[src/rtl/rtc_ciclo_bus.sv]
// Bus-cycle sequencer for a multiplexed-AD RTC chip: address phase, data phase, one-cycle done pulse.
// Optional macro RTC_BCD_CHECK_EN adds error_bcd, flagging non-BCD bytes returned by read cycles.
module rtc_ciclo_bus #(
    parameter int T_PULSO  = 10,
    parameter int T_ESPERA = 10
) (
    input  logic       clk,
    input  logic       reset,
    input  logic       inicio,
    input  logic       escritura,
    input  logic [7:0] direccion,
    input  logic [7:0] dato_escribir,
    input  logic [7:0] ad_entrada,
    output logic [7:0] ad_salida,
    output logic       ad_oe,
    output logic       cs_n,
    output logic       rd_n,
    output logic       wr_n,
    output logic       a_d,
    output logic [7:0] dato_leido,
    output logic       listo,
    output logic       ocupado
`ifdef RTC_BCD_CHECK_EN
    ,
    output logic       error_bcd
`endif
);

    localparam int T_MAX = (T_PULSO > T_ESPERA) ? T_PULSO : T_ESPERA;
    localparam int CNT_W = $clog2(T_MAX) + 1;
    localparam logic [CNT_W-1:0] C_FIN_PULSO  = CNT_W'(T_PULSO - 1);
    localparam logic [CNT_W-1:0] C_FIN_ESPERA = CNT_W'(T_ESPERA - 1);

    typedef enum logic [2:0] {
        REPOSO,
        DIR_PULSO,
        DIR_ESPERA,
        DATO_PULSO,
        DATO_ESPERA,
        FIN
    } estado_t;

    estado_t          r_estado;
    logic [CNT_W-1:0] r_cnt;
    logic             r_escritura;
    logic [7:0]       r_dato;
    logic [7:0]       r_ad_salida;
    logic             r_ad_oe;
    logic             r_cs_n;
    logic             r_rd_n;
    logic             r_wr_n;
    logic             r_a_d;
    logic [7:0]       r_dato_leido;
    logic             r_listo;
    logic             r_ocupado;
`ifdef RTC_BCD_CHECK_EN
    logic             r_error_bcd;
`endif

    logic w_fin_pulso;
    logic w_fin_espera;

    assign w_fin_pulso  = (r_cnt == C_FIN_PULSO);
    assign w_fin_espera = (r_cnt == C_FIN_ESPERA);

    // NOTE: every register, data included, takes the async reset so an aborted cycle leaves the bus idle at once.
    always_ff @(posedge clk or negedge reset) begin
        if (!reset) begin
            r_estado     <= REPOSO;
            r_cnt        <= '0;
            r_escritura  <= 1'b0;
            r_dato       <= '0;
            r_ad_salida  <= '0;
            r_ad_oe      <= 1'b0;
            r_cs_n       <= 1'b1;
            r_rd_n       <= 1'b1;
            r_wr_n       <= 1'b1;
            r_a_d        <= 1'b0;
            r_dato_leido <= '0;
            r_listo      <= 1'b0;
            r_ocupado    <= 1'b0;
`ifdef RTC_BCD_CHECK_EN
            r_error_bcd  <= 1'b0;
`endif
        end else begin
            r_listo <= 1'b0;
            case (r_estado)
                REPOSO: begin
                    r_cnt <= '0;
                    if (inicio) begin
                        r_estado    <= DIR_PULSO;
                        r_escritura <= escritura;
                        r_dato      <= dato_escribir;
                        r_ad_salida <= direccion;
                        r_ad_oe     <= 1'b1;
                        r_cs_n      <= 1'b0;
                        r_rd_n      <= 1'b1;
                        r_wr_n      <= 1'b0;
                        r_a_d       <= 1'b0;
                        r_ocupado   <= 1'b1;
`ifdef RTC_BCD_CHECK_EN
                        r_error_bcd <= 1'b0;
`endif
                    end
                end
                DIR_PULSO: begin
                    if (w_fin_pulso) begin
                        r_estado <= DIR_ESPERA;
                        r_cnt    <= '0;
                        r_cs_n   <= 1'b1;
                        r_wr_n   <= 1'b1;
                    end else begin
                        r_cnt <= r_cnt + CNT_W'(1);
                    end
                end
                DIR_ESPERA: begin
                    if (w_fin_espera) begin
                        r_estado <= DATO_PULSO;
                        r_cnt    <= '0;
                        r_cs_n   <= 1'b0;
                        r_a_d    <= 1'b1;
                        if (r_escritura) begin
                            r_wr_n      <= 1'b0;
                            r_ad_oe     <= 1'b1;
                            r_ad_salida <= r_dato;
                        end else begin
                            r_rd_n  <= 1'b0;
                            r_ad_oe <= 1'b0;
                        end
                    end else begin
                        r_cnt <= r_cnt + CNT_W'(1);
                    end
                end
                DATO_PULSO: begin
                    if (w_fin_pulso) begin
                        r_estado <= DATO_ESPERA;
                        r_cnt    <= '0;
                        r_cs_n   <= 1'b1;
                        r_rd_n   <= 1'b1;
                        r_wr_n   <= 1'b1;
                        r_ad_oe  <= r_escritura;
                        // Sampled on the edge that raises rd_n, so the chip is still driving the bus.
                        if (!r_escritura) begin
                            r_dato_leido <= ad_entrada;
                        end
                    end else begin
                        r_cnt <= r_cnt + CNT_W'(1);
                    end
                end
                DATO_ESPERA: begin
                    if (w_fin_espera) begin
                        r_estado <= FIN;
                        r_cnt    <= '0;
                        r_listo  <= 1'b1;
                        r_ad_oe  <= 1'b0;
                        r_a_d    <= 1'b0;
`ifdef RTC_BCD_CHECK_EN
                        if (!r_escritura) begin
                            r_error_bcd <= (r_dato_leido[7:4] > 4'd9) || (r_dato_leido[3:0] > 4'd9);
                        end
`endif
                    end else begin
                        r_cnt <= r_cnt + CNT_W'(1);
                    end
                end
                FIN: begin
                    r_estado  <= REPOSO;
                    r_cnt     <= '0;
                    r_ocupado <= 1'b0;
                end
                default: begin
                    r_estado  <= REPOSO;
                    r_cnt     <= '0;
                    r_cs_n    <= 1'b1;
                    r_rd_n    <= 1'b1;
                    r_wr_n    <= 1'b1;
                    r_a_d     <= 1'b0;
                    r_ad_oe   <= 1'b0;
                    r_ocupado <= 1'b0;
                end
            endcase
        end
    end

    assign ad_salida  = r_ad_salida;
    assign ad_oe      = r_ad_oe;
    assign cs_n       = r_cs_n;
    assign rd_n       = r_rd_n;
    assign wr_n       = r_wr_n;
    assign a_d        = r_a_d;
    assign dato_leido = r_dato_leido;
    assign listo      = r_listo;
    assign ocupado    = r_ocupado;
`ifdef RTC_BCD_CHECK_EN
    assign error_bcd  = r_error_bcd;
`endif

endmodule

[config.mk]
export PLATFORM = sky130hd
export DESIGN_NAME = rtc_ciclo_bus
export DESIGN_NICKNAME = d
export VERILOG_FILES = /design/src/rtl/rtc_ciclo_bus.sv
export SDC_FILE = /design/constraint.sdc
export NUM_CORES = 1
export LEC_CHECK = 0
export CORE_MARGIN = 2
export CORE_UTILIZATION = 47
export DETAILED_ROUTE_END_ITERATION = 8
export PLACE_DENSITY = 0.77
export SLEW_MARGIN = 10
export SYNTH_ARGS = -nofsm -noshare
export SYNTH_HDL_FRONTEND = slang
export SYNTH_SLANG_ARGS = --single-unit
[constraint.sdc]
create_clock -name clk -period 2.2 [get_ports clk]
set_input_delay 0.44 -clock clk [delete_from_list [all_inputs] [get_ports clk]]
set_output_delay 0.44 -clock clk [all_outputs]
set_load 0.05 [all_outputs]
* Yosys cells after proc, flatten, opt, wreduce, memory -nomap -nowiden *
Cells that the tools add are included.

storage, ports and cells
  bits in registers = 40
  output and inout port bits = 23
  logic and storage cells = 83

cells by class
  $add $sub $neg = 1
  equality and inequality tests = 14
  muxes and demuxes = 31
  bitwise operators = 6
  reductions and logical operators = 18

operator list
  kind                                                    number
  two-way mux 8 bit                                       3
  AND reduction 5 bit                                     4
  one-hot mux 1 bit (4 select lines)                      4
  one-hot mux 8 bit (2 select lines)                      1
  two-way mux 3 bit                                       5
  one-hot mux 3 bit (5 select lines)                      1
  inequality test 2 bit (second input constant)           7
  two-way mux 1 bit                                       13
  AND reduction 4 bit                                     3
  two-way mux 5 bit                                       2
  equality test 3 x 2 -> 1 bit (second input constant)    2
  equality test 3 bit (second input constant)             2
  NOT 1 bit                                               6
  OR reduction 2 bit                                      3
  OR reduction 3 bit                                      2
  adder 5 x 1 -> 5 bit (second input constant)            1
  equality test 5 x 4 -> 1 bit (second input constant)    1
  one-hot mux 1 bit (5 select lines)                      1
  AND reduction 2 bit                                     2
  OR reduction 4 bit                                      1
  equality test 3 x 1 -> 1 bit (second input constant)    1
  zero test 3 bit                                         1
  AND reduction 3 bit                                     1
  inequality test 2 x 1 -> 1 bit (second input constant)  1
  2 further kinds                                         2

* Depth between registers and ports, before layout *
Gate-level depths: netlist of the first run.

  word-level depth = 4
  gate-level depth with buffers = 7
  depth with buffers taken out = 6

* Least setup slack after synthesis of the first run *
No wires, ideal clock.

  kind = register -> register
  start point = register r_cnt[0]
  end point = register r_ad_salida[0], in the netlist ad_salida[0]
  library setup time = 0.125 ns
  arrival = 1.594 ns
  data required time = 2.075 ns
  path slack = 0.482 ns
  stages on the path, launching flop included = 7
  buffers on the path = 1
  clock period less this slack = 1.718 ns
  path through = dfrtp_1 -> ha_1 -> nand4bb_1 -> buf_4 -> nor2_1 -> a21oi_2 -> mux2_2

on the way
  cells in the longest elaborated chain, start to end = 3

RTL lines
  item                             line  text
  start: declaration               44    logic [CNT_W-1:0] r_cnt;
  start signal: assignment         113   r_cnt <= r_cnt + CNT_W'(1);
  start signal: assignment         131   r_cnt <= r_cnt + CNT_W'(1);
  start signal: assignment         147   r_cnt <= r_cnt + CNT_W'(1);
  equality test 5 x 4 -> 1 bit     64    assign w_fin_espera = (r_cnt == C_FIN_ESPERA);
  inequality test 2 bit (no line)  n/a
  AND reduction 4 bit (no line)    n/a
  end signal: assignment           94    r_ad_salida <= direccion;
  end signal: assignment           125   r_ad_salida <= r_dato;
  end: declaration                 47    logic [7:0] r_ad_salida;

No other way between the ends.
A chain may end at the register's enable or synchronous reset.

* Worst setup path in the final report of the first run *
  start point = register r_wr_n, in the netlist wr_n
  end point = output port wr_n

RTL lines
  item                      line  text
  start: declaration        51    logic r_wr_n;
  start signal: assignment  77    r_wr_n <= 1'b1;
  start signal: assignment  98    r_wr_n <= 1'b0;
  start signal: assignment  111   r_wr_n <= 1'b1;
  end: declaration          18    output logic wr_n,

No word-level cell between the ends.

==> results of run 1 <==
==> state kept, by name, indices dropped and copies added (netlist names), 3 cells and up <==
register and cells:
ad_salida 8, dato_leido 8, r_cnt 5, r_dato 8, r_estado 3
==> cell usage after synthesis, drive strengths merged, types with 2 or more instances <==
cell type | number | share of area, %
dfrtp | 37 | 50
mux2 | 33 | 22
a21oi | 8 | 2.4
nor2 | 8 | 1.6
nand2 | 7 | 1.4
inv | 6 | 1.2
o21ai | 6 | 1.6
buf | 5 | 1.8
dfstp | 3 | 4.3
nand3 | 3 | 0.81
nor2b | 3 | 1.0
nor3 | 3 | 0.81
xnor2 | 3 | 1.4
clkbuf | 2 | 0.41
ha | 2 | 1.4
mux2i | 2 | 1.1
nand2b | 2 | 0.68
==> kinds of logic (layout without fill, tap and decap cells) <==
kind of cell / Yosys count / after routing
AOI/OAI and AO/OA: 21 / 21
xor gates and xnor gates: 4 / 4
adders and majority gates: 2 / 2
buffers and inverters: 13 / 69
DFF: 40 / 40
muxes: 35 / 35
and+or+nand+nor: 31 / 31
==> report_power, final <==
part | total [W] | leakage [nW] | internal, W | switching [W]
Combinational | 0.00194 | 0.559 | 0.000827 | 0.00111
Sequential | 0.00129 | 0.473 | 0.00108 | 0.000215
Clock | 0.000455 | 0.0422 | 0.000222 | 0.000233
Total | 0.00369 | 1.07 | 0.00213 | 0.00156
==> through the flow <==
stage | instance area, µm² | std cells | hold WS (ns) | power (W) | worst slack (ns)
2_1_floorplan | 1847 | 146 | 0.1444 | 0.002619 | 0.4817
5_1_grt | 2480 | 250 | 0.3171 | 0.003902 | 0.09261
4_1_cts | 2480 | 250 | 0.2822 | 0.003707 | 0.1201
6_report | 2480 | 250 | 0.2533 | 0.003685 | 0.1315
3_3_place_gp | 2399 | 242 | 0.4723 | 0.003178 | 0.1995
3_5_place_dp | 2399 | 242 | 0.4916 | 0.003245 | 0.1564
==> metal layers <==
layer	vias to the layer above	wire, µm
met5	-	0
met4	0	66
met3	5	247
met2	50	1895
met1	637	1544
li1	618	-
==> worst paths after layout <==
path | start | end | slack, ns | cells after the start
setup reg to reg | r_cnt[1] | dato_leido[7] | 0.21 | 5
hold / removal | reset | ad_salida[7] | 0.25 | 1
min in group clk | r_cnt[0] | r_cnt[0] | 0.51 | 1
setup / recovery | wr_n | wr_n | 0.13 | 1
hold reg to reg | r_cnt[0] | r_cnt[0] | 0.51 | 1
max in group asynchronous | reset | r_cnt[2] | 1.41 | 1
==> area by class of cell <==
| cell class | count | area share, % |
|---|---|---|
| flip-flops and latches | 40 | 40.51 |
| multi-input cells | 93 | 31.38 |
| repair buffers | 55 | 21.49 |
| clock buffers | 7 | 3.078 |
| well taps | 48 | 2.422 |
| inverters | 6 | 0.9082 |
| clock inverters | 1 | 0.2018 |
==> reports/results.ini, run 1 <==
[status]
status=finished clean

[clock_tree]
cts_resized=0
htree_levels=2
tritoncts=yes
cts_buffer_depth=2
cts_made_buffers=5
post-cts-setup-buffer-count=0
postCtsHoldBufs=0
clk_latency_ns=0.29
clk_pin_slew_ns=0.07
cts_root_buf=clkbuf_8
clock_sinks=40

[grt]
busiest_layer=met2
use_met3_pct=5.574
use_met1_pct=22.91
grt.overflow.total=0
grt_max_degree=41
use_met2_pct=32.13
first_global_vias=1344
grt_pass1_wl_mm=6.230
antenna_found_initial=0
grt_usage_pct=19.07

[synth]
yosysSeqAreaShare_pct=54.40
ys_ff_latch=40
ys_types=34
synth.mux.area_fraction_pct=22.83
synthFlopType=dfrtp_1
yosysWarnings=0
syn-num-nets=176
syn_inst=146
synth_simple_gate_area_share_pct=8.740
synth-xor-area-share_pct=1.897
syn_area_per_cell_um2=12.65
synth_edf_count=0
synth-compound-area-share_pct=7.317
postSynth.asyncResetShare_pct=100.0
yosys.area_share.adder_pct=1.355
synth.cell_area_um2=1847
synth_top_family_by_area=multiplexers

[detailed_routing]
via_per_inst=5.240
ant_nets=0
drcViolationCount=0
wl_per_cell_um=15.01
dr.first_iter.drc_count=53
finalWirelength_mm=3.753
vias=1310
first_pass_iters=4

[power_and_ir_drop]
power.leakage_nw=1.075
powerDensity_nw_per_um2=1486
vdd_ir_drop_max_mv=0.8191

[setup_path]
cpPeakStageDelay_ns=0.80
critPathKind=register to output port
path_cells=clkdlybuf4s50_1
crit_buf_inv=1
startpoint_type=register
end_kind=output port
worstPathRequired_ns=1.76
critPathArrivalTime_ns=1.63
cp_top_family=buffers and inverters
slowest_stage=clkdlybuf4s50_1
crit_fanout=3

[final_layout]
final_util_pct=66.73
n_fill_cell=273
seq_area_um2=1005
layout_common_cells=49 x clkdlybuf4s50_1, 37 x dfrtp_1, 25 x mux2_2
area_delta_synth_final_pct=34.28
drive_gt1_share_pct=24.75
n_antenna_cell=0
multiInputGateArea_um2=778.2
final_nets=231
final_common_cell=clkdlybuf4s50_1

[timing]
fmax_ghz=0.4835
rsz0062_at_grt=no
max_slew_margin_pct=43.56
clock_skew_ns=0.01205
min_period_ns=2.068
slew_violations=0
hold_violations=0
fin_setup_tns_ns=0
setup_violations=0
tightest_slew_ns=0.8466
layout_worst_path_cycle_share_pct=94.02

[place]
hpwl_mm=2.802
portBuffers=50
gp_congestion=0.8845

[floorplanning]
num_rows=22
die_w_um=66.69
initial_core_util_pct=49.70
coreArea_um2=3716
die-area_um2=4447
ioPinCount=51
die_h_um=66.69

[worst_hold_path]
min_path_type=input pin to async pin

[job]
maxCapViolCount=0

Note: power is estimated with default switching activity, not from simulation.
==> run 2, diff against run 1 <==
CORE_UTILIZATION = 35   (was 47)
PLACE_DENSITY = 0.6   (was 0.77)
==> run 2 against run 1 <==
- global-route usage down 4.7 points
- combinational power about the same
- die area increased by 32%
- design area is 3.5% higher
- critical path type unchanged
- critical endpoint is now cs_n
- largest cell class unchanged
- highest routed layer unchanged
==> reports/results.ini, run 2 (same netlist as run 1, synthesis figures left out) <==
[detailed_routing]
ant_nets=0
drcViolationCount=0
vias=1320
dr.first_iter.drc_count=92
via_per_inst=4.818
wl_per_cell_um=14.48
finalWirelength_mm=3.968
first_pass_iters=4

[floorplanning]
die_h_um=76.64
initial_core_util_pct=36.16
ioPinCount=51
num_rows=26
die_w_um=76.64
die-area_um2=5874
coreArea_um2=5107

[clock_tree]
postCtsHoldBufs=0
cts_root_buf=clkbuf_8
post-cts-setup-buffer-count=0
clk_latency_ns=0.29
cts_made_buffers=5
clk_pin_slew_ns=0.08
cts_resized=0
clock_sinks=40
cts_buffer_depth=2
htree_levels=2
tritoncts=yes

[power_and_ir_drop]
seqPwrFrac_pct=33.2
pwr-share-clk_pct=16.2
switchingPower_w=0.001585
vdd_ir_drop_max_mv=0.8220
sw_frac_of_total_pct=41.02
powerDensity_nw_per_um2=1505
p_int_w=0.002279
pwr-share-comb_pct=50.5
power.leakage_nw=1.104

[job]
maxCapViolCount=0

[timing]
tightest_slew_ns=0.5076
max_slew_margin_pct=66.05
layout_worst_path_cycle_share_pct=94.98
fin_setup_tns_ns=0
slew_violations=0
hold_violations=0
fmax_ghz=0.4786
clock_skew_ns=0.004761
rsz0062_at_grt=no
min_period_ns=2.090
whs_ns=0.02922
setup_violations=0

[place]
gp_congestion=0.8252
hpwl_mm=2.951
dp.cells=266
portBuffers=50

[setup_path]
startpoint_type=register
critPathKind=register to output port
worstPathRequired_ns=1.76
crit_buf_inv=1
critPathArrivalTime_ns=1.65
cpPeakStageDelay_ns=0.81
cp_top_family=buffers and inverters
end_kind=output port
path_cells=clkdlybuf4s50_1
crit_fanout=3
slowest_stage=clkdlybuf4s50_1

[final_layout]
final_util_pct=50.27
n_antenna_cell=0
final_common_cell=clkdlybuf4s50_1
layout_common_cells=49 x clkdlybuf4s50_1, 37 x dfrtp_1, 25 x mux2_2
instances_no_fill=274
area_delta_synth_final_pct=39.02
drive_gt1_share_pct=26.96
final_nets=233

[status]
status=finished clean

[grt]
antenna_found_initial=0
grt_max_degree=18
first_global_vias=1390
grt_usage_pct=14.42
grt_pass1_wl_mm=6.658
grt.overflow.total=0

[worst_hold_path]
min_path_type=input pin to async pin

-- run 2: changes by cell type in the layout (fill, tap and decap cells not counted) --
cell / delta
nor3_1: -1
clkbuf_1: -2
nor3_2: +1
clkinv_4: +1
buf_4: +2
bufinv_16: +1
clkbuf_8: +1
clkinv_2: -1
-- run 2: per-layer routing --
metal / vias up / share of wire (%) / global-route usage, %
li1: 626 / - / -
met1: 634 / 43 / 17.88
met2: 55 / 48 / 23.27
met3: 5 / 6.8 / 5.095
met4: 0 / 1.3 / 5.091
met5: - / 0 / 0
-- run 2: worst paths after layout --
check / startpoint / end / slack [ns] / cells after the start
setup / recovery: cs_n / cs_n / 0.11 / 1
hold reg to reg: r_cnt[0] / r_cnt[0] / 0.50 / 1
max in group asynchronous: reset / wr_n / 1.60 / 2
setup reg to reg: r_cnt[0] / ad_salida[7] / 0.18 / 6
min in group clk: r_cnt[0] / r_cnt[0] / 0.50 / 1
hold / removal: reset / dato_leido[5] / 0.03 / 1
-- run 2: layout make-up --
| class | count | area (µm²) |
|---|---|---|
| Clock buffer | 6 | 82.58 |
| Clock inverter | 2 | 38.79 |
| Fill cell | 460 | 2540 |
| Inverter | 6 | 22.52 |
| Multi-Input combinational cell | 93 | 783.3 |
| Sequential cell | 40 | 1005 |
| Tap cell | 70 | 87.58 |
| Timing Repair Buffer | 57 | 548.0 |
-- run 2: metrics by stage --
| step | cell area, µm² | setup slack, ns | total power, W |
|---|---|---|---|
| after floorplan | 1847 | 0.4817 | 0.002619 |
| after global placement | 2446 | 0.2032 | 0.003202 |
| after detailed placement | 2446 | 0.1303 | 0.003261 |
| after CTS | 2567 | 0.09543 | 0.003902 |
| after global routing | 2567 | 0.05309 | 0.004078 |
| final | 2567 | 0.1105 | 0.003864 |
-- run 2: power by group through the flow --
stage / clock (W) / combinational (W) / sequential, W
after floorplan: 0 / 0.000721 / 0.00190
after global placement: 0 / 0.00192 / 0.00128
after detailed placement: 0 / 0.00196 / 0.00130
after CTS: 0.000644 / 0.00197 / 0.00129
after global routing: 0.000676 / 0.00208 / 0.00133
final: 0.000628 / 0.00195 / 0.00128
==> run 3, diff against run 2 <==
CORE_ASPECT_RATIO = 0.75   (was default)
clock period = 2.52 ns   (was 2.2 ns; I/O delays follow)
==> run 3 against run 2 <==
- design area shrank 1.8%
- clock skew up 0.0030 ns
- count of clock-buffer cells in the layout is the same
- first-iteration DRC count rose by 32%
- register-to-register slack gained 0.34 ns
- critical path depth stayed put
- routed wire length shrank 2.5%
==> reports/results.ini, run 3 (same netlist as run 1, synthesis figures left out) <==
[place]
dp.cells=266
preCtsSetupSlack_ns=0.3348
hpwl_mm=2.788
gp_congestion=0.8135
portBuffers=50

[power_and_ir_drop]
power.leakage_nw=1.084
vdd_ir_drop_max_mv=0.6388
powerDensity_nw_per_um2=1285

[setup_path]
critPathArrivalTime_ns=1.62
path_cells=clkdlybuf4s50_1
slowest_stage=clkdlybuf4s50_1
ff2ff_path_depth=5
crit_buf_inv=1
reg2reg_slack_ns=0.52
critPathKind=register to output port
worstPathRequired_ns=2.02
reg2reg_to=dato_leido[2]
end_kind=output port
crit_fanout=3
cpPeakStageDelay_ns=0.79
r2r-start=r_cnt[1]
cp_top_family=buffers and inverters
startpoint_type=register

[timing]
slew_violations=0
whs_ns=0.3337
fin_setup_tns_ns=0
clock_skew_ns=0.007747
rsz0062_at_grt=no
hold_violations=0
max_slew_margin_pct=41.39
fmax_ghz=0.4698
worst_slack_ns=0.3914
min_period_ns=2.129
tightest_slew_ns=0.8791
layout_worst_path_cycle_share_pct=84.47
setup_violations=0

[worst_hold_path]
min_path_type=input pin to async pin

[grt]
grt_usage_pct=14.47
first_global_vias=1311
antenna_found_initial=0
grt_pass1_wl_mm=6.472
grt.overflow.total=0
grt_max_degree=41

[detailed_routing]
dr.first_iter.drc_count=121
met1Wirelength_mm=1.854
dr.max_layer_used=met4
drcViolationCount=0
ant_nets=0
met3WireLength_um=230
first_pass_iters=4
wl_per_cell_um=14.11
vias=1303
via_per_inst=4.755
finalWirelength_mm=3.867
wl_met2_mm=1.761

[clock_tree]
clk_pin_slew_ns=0.07
clk_latency_ns=0.29
cts_buffer_depth=2
post-cts-setup-buffer-count=0
cts_resized=0
htree_levels=2
cts_root_buf=clkbuf_8
cts_made_buffers=5
postCtsHoldBufs=0
tritoncts=yes
clock_sinks=40

[final_layout]
final_common_cell=clkdlybuf4s50_1
layout_common_cells=49 x clkdlybuf4s50_1, 37 x dfrtp_1, 25 x mux2_2
instances_no_fill=274
n_antenna_cell=0
n_fill_cell=442
drive_gt1_share_pct=25.74
final_nets=231
final_util_pct=50.60
area_delta_synth_final_pct=36.52

[floorplanning]
die_w_um=87.88
die_h_um=66.91
num_rows=22
ioPinCount=51
coreArea_um2=4982
initial_core_util_pct=37.07
die-area_um2=5879

[status]
status=finished clean

[job]
maxCapViolCount=0

[run 3: cell count changes in the layout (fill, tap and decap cells not counted)]
cell	change
clkinv_2	+2
bufinv_16	-1
clkinv_4	-1
nor3_2	-1
buf_4	-2
nor3_1	+1
[run 3: where the power goes]
group          internal [W]  switching, W  leakage, nW
combinational      0.000719      0.000946        0.560
sequential         0.000939      0.000202        0.473
clock              0.000218      0.000215       0.0510
total               0.00188       0.00136         1.08
[run 3: how the worst max path moves through the flow]
stage	startpoint	end	cells past startpoint
after global routing	cs_n	cs_n	1
final	cs_n	cs_n	1
after floorplan	r_cnt[0]	ad_salida[0]	6
after global placement	inicio	r_dato[4]	5
after detailed placement	inicio	ad_salida[0]	5
after CTS	cs_n	cs_n	1
[run 3: through the flow]
step           power [W]  cell area, µm²
2_1_floorplan   0.002287            1847
3_3_place_gp    0.002785            2429
3_5_place_dp    0.002826            2429
4_1_cts         0.003277            2521
5_1_grt         0.003441            2521
6_report        0.003239            2521
[run 3: area by class of cell]
| cell class | instances | area, µm² | share of cell area (%) |
|---|---|---|---|
| inverter | 6 | 22.52 | 0.8933 |
| multi-input combinational | 93 | 778.2 | 30.87 |
| timing repair buffer | 55 | 533.0 | 21.14 |
| tap | 72 | 90.09 | 3.573 |
| clock inverter | 2 | 10.01 | 0.3970 |
| clock buffer | 6 | 82.58 | 3.275 |
| sequential | 40 | 1005 | 39.85 |
[run 3: layer usage]
| layer | vias to the layer above | global-route usage (%) |
|---|---|---|
| met2 | 47 | 22.63 |
| met4 | 0 | 3.462 |
| li1 | 624 | - |
| met3 | 5 | 3.841 |
| met5 | - | 0 |
| met1 | 627 | 19.97 |
